**src/rtl/cpu_pkg.sv**
```systemverilog
`default_nettype none
// ============================================================================
// Module      : cpu_pkg
// Description : Shared types and constants for the pipelined RISC-V core's
//               hazard logic: hazard FSM state encoding, the x0 register
//               address and the default performance-counter width.
// Revision    : 1.0 - initial release
// ============================================================================
package cpu_pkg;

  // Default width of the stall/flush performance counters
  localparam int unsigned CNT_W_DEFAULT = 32;

  // Architectural zero register; a load targeting it never creates a hazard
  localparam logic [4:0] REG_ZERO = 5'd0;

  // Hazard controller state: free-running, or frozen on a slow data access
  typedef enum logic [0:0] {
    RUN      = 1'b0,
    MEM_WAIT = 1'b1
  } hazard_state_t;

endpackage
`default_nettype wire

```
**src/rtl/hazard_detection_unit_if.sv**
```systemverilog
`default_nettype none
// ============================================================================
// Module      : hazard_detection_unit_if
// Description : Bundle between the pipeline datapath and the hazard detection
//               unit.
//   master : pipeline side - drives ID/EX operand info, branch outcome and the
//            data-memory handshake; receives stall/flush controls + counters.
//   slave  : hazard unit side - the opposite directions.
//   Signals: ID_RS1addr_i, ID_RS2addr_i, ID_EX_MemRead_i, ID_EX_RDaddr_i,
//            Branch_taken_i, mem_req_i, mem_ack_i, PCWrite_o, IF_ID_Write_o,
//            IF_ID_Flush_o, ID_EX_NoOp_o, Pipe_Stall_o, stall_cnt_o,
//            flush_cnt_o
// Revision    : 1.0 - initial release
// ============================================================================
interface hazard_detection_unit_if
  import cpu_pkg::*;
#(
  parameter int unsigned CNT_W = CNT_W_DEFAULT
) ();

  logic [4:0]       ID_RS1addr_i;
  logic [4:0]       ID_RS2addr_i;
  logic             ID_EX_MemRead_i;
  logic [4:0]       ID_EX_RDaddr_i;
  logic             Branch_taken_i;
  logic             mem_req_i;
  logic             mem_ack_i;
  logic             PCWrite_o;
  logic             IF_ID_Write_o;
  logic             IF_ID_Flush_o;
  logic             ID_EX_NoOp_o;
  logic             Pipe_Stall_o;
  logic [CNT_W-1:0] stall_cnt_o;
  logic [CNT_W-1:0] flush_cnt_o;

  modport master (
    output ID_RS1addr_i, ID_RS2addr_i, ID_EX_MemRead_i, ID_EX_RDaddr_i,
           Branch_taken_i, mem_req_i, mem_ack_i,
    input  PCWrite_o, IF_ID_Write_o, IF_ID_Flush_o, ID_EX_NoOp_o,
           Pipe_Stall_o, stall_cnt_o, flush_cnt_o
  );

  modport slave (
    input  ID_RS1addr_i, ID_RS2addr_i, ID_EX_MemRead_i, ID_EX_RDaddr_i,
           Branch_taken_i, mem_req_i, mem_ack_i,
    output PCWrite_o, IF_ID_Write_o, IF_ID_Flush_o, ID_EX_NoOp_o,
           Pipe_Stall_o, stall_cnt_o, flush_cnt_o
  );

endinterface
`default_nettype wire

```
**src/rtl/hazard_perf_counter.sv**
```systemverilog
`default_nettype none
// ============================================================================
// Module      : hazard_perf_counter
// Description : CNT_W-bit event counter that wraps modulo 2^CNT_W.
//   clk_i   in  1      clock
//   rst_i   in  1      asynchronous reset, active-low (clears the count)
//   i_en    in  1      count one event on this edge
//   o_count out CNT_W  current count
// Revision    : 1.0 - initial release
// ============================================================================
module hazard_perf_counter #(
  parameter int unsigned CNT_W = 32
) (
  input  logic             clk_i,
  input  logic             rst_i,
  input  logic             i_en,
  output logic [CNT_W-1:0] o_count
);

  localparam logic [CNT_W-1:0] c_one = {{(CNT_W-1){1'b0}}, 1'b1};

  logic [CNT_W-1:0] r_count;

  // Natural overflow of the adder gives the wrap-around
  always_ff @(posedge clk_i or negedge rst_i) begin
    if (!rst_i) begin
      r_count <= '0;
    end else if (i_en) begin
      r_count <= r_count + c_one;
    end
  end

  assign o_count = r_count;

endmodule
`default_nettype wire

```
**src/rtl/hazard_detection_unit.sv**
```systemverilog
`default_nettype none
// ============================================================================
// Module      : hazard_detection_unit
// Description : ID-stage stall/flush controller. Resolves hazards that EX
//               forwarding cannot: load-use (one bubble), taken branch in ID
//               (one IF/ID flush) and multi-cycle data-memory access (full
//               pipeline freeze). Keeps stall and flush event counters.
//   clk_i  in  1   pipeline clock
//   rst_i  in  1   asynchronous reset, active-low
//   bus    slave modport of hazard_detection_unit_if (operand info, branch,
//          memory handshake in; PC/IF-ID/ID-EX controls and counters out)
// Revision    : 1.0 - initial release
// ============================================================================
module hazard_detection_unit
  import cpu_pkg::*;
#(
  parameter int unsigned CNT_W = CNT_W_DEFAULT
) (
  input  logic                  clk_i,
  input  logic                  rst_i,
  hazard_detection_unit_if.slave bus
);

  hazard_state_t    r_state;
  hazard_state_t    w_state_next;

  logic             w_load_use;
  logic             w_mem_hold;
  logic             w_pc_write;
  logic             w_if_id_write;
  logic             w_if_id_flush;
  logic             w_id_ex_noop;
  logic             w_pipe_stall;
  logic [CNT_W-1:0] w_stall_cnt;
  logic [CNT_W-1:0] w_flush_cnt;

  // A load in EX whose destination feeds the instruction in ID; x0 is exempt
  // because it reads as zero regardless of the load result.
  assign w_load_use = bus.ID_EX_MemRead_i
                   && (bus.ID_EX_RDaddr_i != REG_ZERO)
                   && ((bus.ID_EX_RDaddr_i == bus.ID_RS1addr_i)
                    || (bus.ID_EX_RDaddr_i == bus.ID_RS2addr_i));

  // An ack in the request cycle costs nothing; otherwise freeze until ack.
  assign w_mem_hold = ((r_state == RUN) && bus.mem_req_i && !bus.mem_ack_i)
                   || ((r_state == MEM_WAIT) && !bus.mem_ack_i);

  // --------------------------------------------------------------------------
  // FSM: state register
  // --------------------------------------------------------------------------
  always_ff @(posedge clk_i or negedge rst_i) begin
    if (!rst_i) begin
      r_state <= RUN;
    end else begin
      r_state <= w_state_next;
    end
  end

  // --------------------------------------------------------------------------
  // FSM: next state. Only an ack leaves MEM_WAIT; a request dropped without
  // an ack is a protocol violation and deliberately keeps the pipe frozen.
  // --------------------------------------------------------------------------
  always_comb begin
    w_state_next = r_state;
    case (r_state)
      RUN:      if (bus.mem_req_i && !bus.mem_ack_i) w_state_next = MEM_WAIT;
      MEM_WAIT: if (bus.mem_ack_i)                   w_state_next = RUN;
      default:                                       w_state_next = RUN;
    endcase
  end

  // --------------------------------------------------------------------------
  // FSM: outputs. Memory freeze outranks load-use because ID is frozen and
  // gets re-evaluated on release; load-use outranks a taken branch because
  // the branch compared stale operands.
  // --------------------------------------------------------------------------
  always_comb begin
    w_pc_write    = 1'b0;
    w_if_id_write = 1'b0;
    w_if_id_flush = 1'b0;
    w_id_ex_noop  = 1'b0;
    w_pipe_stall  = 1'b0;
    if (!rst_i) begin
      // hold every control inactive while in reset
    end else if (w_mem_hold) begin
      w_pipe_stall  = 1'b1;
    end else if (w_load_use) begin
      w_id_ex_noop  = 1'b1;
    end else if (bus.Branch_taken_i) begin
      w_if_id_flush = 1'b1;
      w_pc_write    = 1'b1;
      w_if_id_write = 1'b1;
    end else begin
      w_pc_write    = 1'b1;
      w_if_id_write = 1'b1;
    end
  end

  // --------------------------------------------------------------------------
  // Performance counters
  // --------------------------------------------------------------------------
  hazard_perf_counter #(
    .CNT_W (CNT_W)
  ) u_stall_cnt (
    .clk_i   (clk_i),
    .rst_i   (rst_i),
    .i_en    (w_pipe_stall || w_id_ex_noop),
    .o_count (w_stall_cnt)
  );

  hazard_perf_counter #(
    .CNT_W (CNT_W)
  ) u_flush_cnt (
    .clk_i   (clk_i),
    .rst_i   (rst_i),
    .i_en    (w_if_id_flush),
    .o_count (w_flush_cnt)
  );

  assign bus.PCWrite_o     = w_pc_write;
  assign bus.IF_ID_Write_o = w_if_id_write;
  assign bus.IF_ID_Flush_o = w_if_id_flush;
  assign bus.ID_EX_NoOp_o  = w_id_ex_noop;
  assign bus.Pipe_Stall_o  = w_pipe_stall;
  assign bus.stall_cnt_o   = w_stall_cnt;
  assign bus.flush_cnt_o   = w_flush_cnt;

endmodule
`default_nettype wire

```
**src/flat_wrapper.sv**
```systemverilog
// flat-port wrapper written by rule: the top's interface ports become plain ports
module hazard_detection_unit_flat import cpu_pkg::*;
#(
  parameter int unsigned CNT_W = CNT_W_DEFAULT
)
  (clk_i, rst_i, bus_ID_RS1addr_i, bus_ID_RS2addr_i, bus_ID_EX_MemRead_i, bus_ID_EX_RDaddr_i, bus_Branch_taken_i, bus_mem_req_i, bus_mem_ack_i, bus_PCWrite_o, bus_IF_ID_Write_o, bus_IF_ID_Flush_o, bus_ID_EX_NoOp_o, bus_Pipe_Stall_o, bus_stall_cnt_o, bus_flush_cnt_o);
  hazard_detection_unit_if #(.CNT_W(CNT_W)) bus_i ();
  input  logic clk_i;
  input  logic rst_i;
  input wire logic [$bits(bus_i.ID_RS1addr_i)-1:0] bus_ID_RS1addr_i;
  input wire logic [$bits(bus_i.ID_RS2addr_i)-1:0] bus_ID_RS2addr_i;
  input wire logic [$bits(bus_i.ID_EX_MemRead_i)-1:0] bus_ID_EX_MemRead_i;
  input wire logic [$bits(bus_i.ID_EX_RDaddr_i)-1:0] bus_ID_EX_RDaddr_i;
  input wire logic [$bits(bus_i.Branch_taken_i)-1:0] bus_Branch_taken_i;
  input wire logic [$bits(bus_i.mem_req_i)-1:0] bus_mem_req_i;
  input wire logic [$bits(bus_i.mem_ack_i)-1:0] bus_mem_ack_i;
  output wire logic [$bits(bus_i.PCWrite_o)-1:0] bus_PCWrite_o;
  output wire logic [$bits(bus_i.IF_ID_Write_o)-1:0] bus_IF_ID_Write_o;
  output wire logic [$bits(bus_i.IF_ID_Flush_o)-1:0] bus_IF_ID_Flush_o;
  output wire logic [$bits(bus_i.ID_EX_NoOp_o)-1:0] bus_ID_EX_NoOp_o;
  output wire logic [$bits(bus_i.Pipe_Stall_o)-1:0] bus_Pipe_Stall_o;
  output wire logic [$bits(bus_i.stall_cnt_o)-1:0] bus_stall_cnt_o;
  output wire logic [$bits(bus_i.flush_cnt_o)-1:0] bus_flush_cnt_o;
  assign bus_i.ID_RS1addr_i = bus_ID_RS1addr_i;
  assign bus_i.ID_RS2addr_i = bus_ID_RS2addr_i;
  assign bus_i.ID_EX_MemRead_i = bus_ID_EX_MemRead_i;
  assign bus_i.ID_EX_RDaddr_i = bus_ID_EX_RDaddr_i;
  assign bus_i.Branch_taken_i = bus_Branch_taken_i;
  assign bus_i.mem_req_i = bus_mem_req_i;
  assign bus_i.mem_ack_i = bus_mem_ack_i;
  assign bus_PCWrite_o = bus_i.PCWrite_o;
  assign bus_IF_ID_Write_o = bus_i.IF_ID_Write_o;
  assign bus_IF_ID_Flush_o = bus_i.IF_ID_Flush_o;
  assign bus_ID_EX_NoOp_o = bus_i.ID_EX_NoOp_o;
  assign bus_Pipe_Stall_o = bus_i.Pipe_Stall_o;
  assign bus_stall_cnt_o = bus_i.stall_cnt_o;
  assign bus_flush_cnt_o = bus_i.flush_cnt_o;
  hazard_detection_unit #(.CNT_W(CNT_W)) u_core (.clk_i(clk_i), .rst_i(rst_i), .bus(bus_i));
endmodule
```
**config.mk**
```make
export PLATFORM = sky130hd
export DESIGN_NAME = hazard_detection_unit_flat
export DESIGN_NICKNAME = d
export VERILOG_FILES = /design/src/rtl/cpu_pkg.sv /design/src/rtl/hazard_detection_unit_if.sv /design/src/rtl/hazard_perf_counter.sv /design/src/rtl/hazard_detection_unit.sv /design/src/flat_wrapper.sv
export SDC_FILE = /design/constraint.sdc
export NUM_CORES = 1
export LEC_CHECK = 0
export CAP_MARGIN = 5
export CORE_MARGIN = 5
export CORE_UTILIZATION = 51
export CTS_CLUSTER_SIZE = 30
export DETAILED_ROUTE_END_ITERATION = 12
export PLACE_DENSITY = 0.85
export SKIP_LAST_GASP = 1
export SLEW_MARGIN = 10
export SYNTH_ARGS = -nofsm -noshare
export SYNTH_HDL_FRONTEND = slang
export SYNTH_SLANG_ARGS = --single-unit
```
**constraint.sdc**
```tcl
create_clock -name clk_i -period 5.1 [get_ports clk_i]
set_input_delay 1.02 -clock clk_i [delete_from_list [all_inputs] [get_ports clk_i]]
set_output_delay 1.02 -clock clk_i [all_outputs]
set_load 0.02 [all_outputs]
```
==> results.md, run 1 <==
* Final hold viol count at 0
* Sequential area share after synthesis at 0.514
* Final wirelength at approximately 7400 microns
* WHS Path Cells at 1
* Die width at 88.7 microns
* Clock power share at 0.274
* First-pass GRT wire length at between 10,000 and 15,000 microns
* Period minus WS final at approximately 4.3 ns
* Gate power share at 0.247
* Slew Limit Fails at 0
* Pwr per Cell Area at roughly 310 nW/um^2
* Initial DRT Pass Iterations at 4
* Clock Tree Root: clkbuf_8
* Place WS at about 0.78 ns
* Slew margin rel. at 0.287
* P_int at approximately 0.00092 W
* R2r startpoint: u_core.u_stall_cnt.o_count[8]$_DFFE_PN0P_
* Post-Syn Area per Cell at 10.5 sq um
* Fin worst setup slack at a little over 0.8 ns
* Post_cts resized at 0
* CP required at 4.08 ns
* Crit path max-delay cell type: clkdlybuf4s50_1
* Initial Util at 0.528
* Achievable Freq at approximately 0.23 GHz
* TritonCTS clock tree: yes
* Most common cell on crit path: clkdlybuf4s50_1
* Switching Power at between 0.0004 and 0.0005 W
* Yosys warning count at 0
* Hold Path Origin: u_core.u_stall_cnt.o_count[31]$_DFFE_PN0P_
* Clock sinks at 65
* Setup tns final at 0 ns
* GRT overflow at 0
* Dominant synthesized flop cell: dfrtp_1
* Synth Instances at 300
* I/O pin count at 90
* Vias per cell at between 5 and 6
* Full die area at ~8000 sq um
* Clock slew at reported path FFs at approximately 0.070 ns
* Antenna cells at 0
* Chip height at a little under 90 microns
* Outcome: complete, no violations
* Remaining antenna violation count at 0
* Top-area cell type share of the netlist area at 0.514
* Initial antenna violation count at 0
* Crit path from: bus_ID_EX_RDaddr_i[0]
* DRC viols at 0
* Post-CTS Setup Repair Bufs at 0
* Slowest Stage Delay on Critical Path at between 0.5 and 0.6 ns
* Core Area at between 5000 and 6000 sq um
* Gr usage total at 0.200
* Critical path class: input pin to output port
* Critical Path AT at 3.27 ns
* P&R area growth vs syn at 35.2%
* Row Count at 28
* Clock Latency Late Sink at roughly 0.33 ns
* # fillers at between 400 and 500
* Detailed Route Iter0 Violations at 83
* Final Hold Slack at roughly 0.46 ns
* Final setup viols at 0
* Area contributors post-synth: dfrtp_1 51%, xor2_1 11%, xnor2_1 8.9%, nand4_1 3.6%, nand2_1 2.8%
* Largest net degree at the start of global routing at 53
* Setup Skew at just over 0.01 ns
* Vias at around 2,600
* Final HPWL DP at roughly 5500 microns
* Placed Cells at ~460
* Startpoint Class: input pin
* Post-synth EDFFs at 0
* Cell Area, Synth at ~3200 sq um
* Layout cells sized above 1 at 0.0551
* Reg power frac at 0.478
* Worst Tran Pin Value at ~1.1 ns
* Crit-path cells: clkdlybuf4s50_1 -> or4_1 -> o21a_1 -> a211o_1 -> inv_1 -> clkdlybuf4s50_1
* Yosys reg bits at 65
* H-Tree Depth at 3
* Hold Buf Count CTS at 0
* Vias in the first global route at about 2,500
* Sw Ratio at 0.314
* Unique masters post-synth at 33
* GPL Wtd Cong at approximately 0.82
* Total power at between 0.001 and 0.0015 W
* Net count after synthesis at between 300 and 400
* Worst Reg-to-Reg Cells at 6
* Max capacitance violation total at 0
* Non-Filler Instances at 474
* Final worst-path cycle share at 0.842
* Drt wl/cell at roughly 16 microns
* Clk buf depth at 2
* HP Class: flip-flop to flip-flop
* Final Net Count at around 420
* Post-synth ARST share at 1.00
* CP Capture Type: output port
* VDD IR max at between 200 and 250 uV
* Clock buffers created by TritonCTS at 9
* I/O Buffers at 89
* Synth area leader: dfrtp_1
* Unrepaired setup endpoints after global routing: no
* Leak at around 1.9 nW
* Critical path peak fanout at 4
## per-stage QoR
| step | util | cell area, sq um |
|---|---|---|
| after floorplan | - | 3160 |
| after global placement | 0.687 | 4110 |
| after CTS | 0.713 | 4270 |
| final | 0.713 | 4270 |
| after global routing | 0.713 | 4270 |
| after detailed placement | 0.687 | 4110 |
## registers in the layout (all words and copies together) (netlist names)
register                    cells
u_core.u_stall_cnt.o_count     32
u_core.r_state                  1
u_core.u_flush_cnt.o_count     32
## path summary, 6_finish.rpt
kind | to | slack, ns
min in group asynchronous | u_core.u_stall_cnt.o_count[5]$_DFFE_PN0P_ | 0.63
max | bus_IF_ID_Flush_o | 0.81
min | u_core.u_stall_cnt.o_count[31]$_DFFE_PN0P_ | 0.46
max reg2reg | u_core.u_stall_cnt.o_count[30]$_DFFE_PN0P_ | 2.65
max in group asynchronous | u_core.u_flush_cnt.o_count[10]$_DFFE_PN0P_ | 3.45
min reg2reg | u_core.u_stall_cnt.o_count[31]$_DFFE_PN0P_ | 0.46
## metal layers
| layer | GRT usage | wire length [microns] |
|---|---|---|
| met1 | 0.264 | 3200 |
| met2 | 0.316 | 3640 |
| met3 | 0.0503 | 425 |
| met4 | 0.0783 | 117 |
| met5 | 0 | 0 |
## cells in the final DEF, fill, tap and decap left out, types with 7 or more instances in the layout
cell              n
and3_1           11
clkbuf_8         10
clkdlybuf4s50_1  88
dfrtp_1          65
nand2_1          24
nand3_1          17
nand4_1          18
nor2_1           21
nor3_1           17
nor4_1            7
xnor2_1          32
xor2_1           40
## final cells by class
cell class | count | area, sq um | share of cell area
Multi-Input combinational cell | 222 | 1470 | 0.343
Clock inverter | 4 | 20.0 | 0.00468
Clock buffer | 11 | 141 | 0.0331
Tap cell | 75 | 93.8 | 0.0220
Inverter | 5 | 18.8 | 0.00439
Timing Repair Buffer | 92 | 908 | 0.213
Sequential cell | 65 | 1630 | 0.381
## cells in the mapped netlist (all sizes together) (5+ instances only)
| master | n |
|---|---|
| nand2 | 24 |
| nand2b | 5 |
| nand4 | 18 |
| dfrtp | 65 |
| inv | 5 |
| xor2 | 40 |
| and2 | 5 |
| buf | 5 |
| nand3 | 17 |
| nor3 | 17 |
| and3 | 11 |
| nor2 | 21 |
| nor4 | 7 |
| xnor2 | 32 |
## power groups by stage
stage,registers [W],logic (W),clock network [W]
finish,0.000642,0.000332,0.000368
global route,0.000652,0.000358,0.000402
CTS,0.000642,0.000338,0.000376
detailed placement,0.000650,0.000335,0
global placement,0.000648,0.000326,0
floorplan,0.000708,0.0000975,0
## critical path: cells and delay by family
| family | cells | cell delay [ns] |
|---|---|---|
| AOI/OAI and AO/OA | 2 | 0.56 |
| and+or+nand+nor | 1 | 0.56 |
| buffers and inverters | 3 | 1.13 |
## cell families (layout without fill, tap and decap cells)
family / Yosys count / in the layout / share of synthesized area
AND/OR/NAND/NOR: 137 / 137 / 0.228
XOR/XNOR: 72 / 72 / 0.199
adder cells (fa/ha/maj): 2 / 2 / 0.00791
multiplexers: 2 / 2 / 0.00712
buffers and inverters: 13 / 112 / 0.0222
AO/OA/AOI/OAI: 9 / 9 / 0.0214
flip-flops: 65 / 65 / 0.514
Power figures use the tool's default switching activity.
==> run 2, diff against run 1 <==
Settings changed: CORE_UTILIZATION 51 to 43, PLACE_DENSITY 0.85 to 0.76.
Clock period 5.1 ns to 3.55 ns, I/O delays scaled along.
==> run 2 against run 1 <==
Compared with the run above: critical path depth rose by 1; utilization decreased by 9.6 points; clock skew about the same; power up 56%; clock power grew 88%; sequential cell count unchanged; die area up 16%; largest cell class unchanged; sequential share of layout area down 1.6 points; worst hold slack worse by 0.064 ns; critical endpoint is now bus_ID_EX_NoOp_o.
==> results.md, run 2 (synthesis gave the netlist of run 1 again) <==
* Outcome: complete, no violations
* I/O Buffers at 89 (unchanged)
* Row Count at 31 (+11%)
* HP Class: input pin to async pin
* Crit-path cells: clkdlybuf4s50_1 -> or4_1 -> o21a_1 -> buf_4 -> nand2_1 -> nor2_1 -> clkdlybuf4s50_1
* Worst Tran Pin Value at 0.816 ns (-0.248 ns)
* Hold Buf Count CTS at 0 (unchanged)
* Final HPWL DP at 5590 microns (+2.5%)
* Full die area at 9170 sq um (+16%)
* Largest net degree at the start of global routing at 50 (-5.7%)
* Die width at 95.8 microns (+7.9%)
* Core Util, Final at 0.618 (-0.0957)
* CP Buf/Inv Count at 3 (unchanged)
* Total power at 0.00210 W (+56%)
* Clock power share at 0.330 (+0.056)
* Leak at 2.01 nW (+5.2%)
* R2r startpoint: u_core.u_stall_cnt.o_count[8]$_DFFE_PN0P_
* Detailed Route Iter0 Violations at 59 (-29%)
* Initial Util at 0.438 (-0.0895)
* Vias at 2,598 (+1.6%)
* Gr usage total at 0.174 (-0.0262)
* Worst Reg-to-Reg Cells at 6 (unchanged)
* Switching Power at 0.000615 W (+46%)
* Delay-heaviest family, CP: buffers and inverters
* Antenna cells at 0 (unchanged)
* CP Capture Type: output port
* Period minus WS final at 3.39 ns
* Critical path class: input pin to output port
* Achievable Freq at about 0.30 GHz
* GRT overflow at 0 (unchanged)
* Crit path max-delay cell type: or4_1
* Layout cells sized above 1 at 0.0827 (+0.0276)
* Chip height at 95.8 microns (+7.9%)
* Pwr per Cell Area at 471 nW/um^2 (+50%)
* Clock Tree Root: clkbuf_8
* Final hold viol count at 0 (unchanged)
* Setup tns final at 0 ns (unchanged)
* Crit path from: bus_ID_EX_RDaddr_i[0]
* Clock slew at reported path FFs at 0.07 ns (about the same)
* Gate power share at 0.230 (-0.017)
* Design area at 4460 sq um (+4.3%)
* Sw Ratio at 0.293 (-0.0205)
* Final Net Count at 429 (+2.6%)
* Post_cts resized at 1 (+1)
* Fin worst setup slack at 0.161 ns (-0.646 ns)
* Most common cell after layout, fill and taps aside: clkdlybuf4s50_1
* VDD IR max at 284 uV (+24%)
* Slew margin rel. at 0.452 (+0.165)
* Initial DRT Pass Iterations at 4 (unchanged)
* Final setup viols at 0 (unchanged)
* Unrepaired setup endpoints after global routing: no
* Setup Skew at 0.0106 ns (+0.000329 ns)
* Crit path depth at 7 (+1)
* TritonCTS clock tree: yes
* P_int at 0.00148 W (+61%)
* Vias in the first global route at 2,514 (+0.88%)
* Max capacitance violation total at 0 (unchanged)
* Startpoint Class: input pin
* Reg power frac at 0.440 (-0.038)
* Critical path peak fanout at 3 (-1)
* H-Tree Depth at 3 (unchanged)
* Vias per cell at 5.09 (-5.5%)
* Drt wl/cell at 14.8 microns (-4.9%)
* Clk buf depth at 2 (unchanged)
* Place WS at -0.0676 ns (-0.848 ns)
* CP required at 2.84 ns (-1.24 ns)
* I/O pin count at 90 (unchanged)
* Clock Latency Late Sink at 0.33 ns (about the same)
* Initial antenna violation count at 0 (unchanged)
* GPL Wtd Cong at 0.806 (-1.6%)
* Commonest non-fill, non-tap cells in the layout: 85 x clkdlybuf4s50_1, 65 x dfrtp_1, 40 x xor2_1
* Final worst-path cycle share at 0.955
* Post-CTS Setup Repair Bufs at 0 (unchanged)
* Remaining antenna violation count at 0 (unchanged)
* DRC viols at 0 (unchanged)
* Final wirelength at 7560 microns (+2.4%)
* Cell Area, Placed at 4230 sq um (+2.7%)
* Slowest Stage Delay on Critical Path at 0.55 ns (-0.04 ns)
* Most common cell on crit path: clkdlybuf4s50_1
* Slew Limit Fails at 0 (unchanged)
* Critical Path AT at 2.68 ns (-0.59 ns)
* P&R area growth vs syn at 41.0%
* Clock buffers created by TritonCTS at 9 (unchanged)
* Core Area at 7210 sq um (+20%)
* First-pass GRT wire length at 12,300 microns (+1.5%)
* Clock sinks at 65 (unchanged)
## run 2: cell count changes in the layout (fill, tap and decap cells not counted), sizes merged, moves of 2 or more
cell           delta
clkdlybuf4s50     -3
bufinv            +2
clkinv            -3
dlymetal6s2s      +2
buf              +11
## run 2: power by group through the flow
stage,Sequential [W],Combinational (W),Clock [W]
final,0.000922,0.000483,0.000692
after global routing,0.000937,0.000522,0.000743
after CTS,0.000921,0.000490,0.000707
after detailed placement,0.000934,0.000490,0
after global placement,0.000930,0.000478,0
after floorplan,0.00102,0.000140,0
## run 2: metal layers
layer	wire length [microns]	global-route usage	part of all wire	vias up
met5	0	0	0	-
met4	74	0.0640	0.0098	0
met3	459	0.0446	0.061	5
met2	3610	0.268	0.48	77
met1	3410	0.236	0.45	1274
li1	-	-	-	1242
## run 2: path summary, 6_finish.rpt
kind	endpoint	slack, ns
setup reg to reg	u_core.u_stall_cnt.o_count[31]$_DFFE_PN0P_	1.06
hold / removal	u_core.u_stall_cnt.o_count[0]$_DFFE_PN0P_	0.40
hold reg to reg	u_core.u_stall_cnt.o_count[31]$_DFFE_PN0P_	0.47
setup / recovery	bus_ID_EX_NoOp_o	0.16
min in group clk_i	u_core.u_stall_cnt.o_count[31]$_DFFE_PN0P_	0.47
max in group asynchronous	u_core.u_flush_cnt.o_count[7]$_DFFE_PN0P_	2.59
## run 2: area by class of cell
type / count / area [sq um]
Tap cell: 99 / 124
Fill cell: 622 / 2760
Sequential cell: 65 / 1630
Clock inverter: 4 / 76.3
Timing Repair Buffer: 103 / 995
Inverter: 5 / 18.8
Multi-Input combinational cell: 222 / 1470
Clock buffer: 12 / 145
## run 2: per-stage QoR
stage | hold slack (ns) | instances
2_1_floorplan | 0.414 | 300
3_3_place_gp | 0.457 | 494
3_5_place_dp | 0.468 | 494
4_1_cts | 0.398 | 510
5_1_grt | 0.422 | 510
6_report | 0.401 | 510
## run 2: worst reg2reg max path, cell delays in order, from the launching register on
cell and delay (ns):
dfrtp_1 0.42, and4_1 0.28, nand4_1 0.18, nor4_1 0.74, nand4_1 0.31, nor3_1 0.31
xor2_1 0.16
==> run 3, diff against run 2 <==
Settings changed: GPL_ROUTABILITY_DRIVEN set to 0.
==> results of run 3 <==
Same layout as run 2: the final DEF is identical, and so are final timing and power.
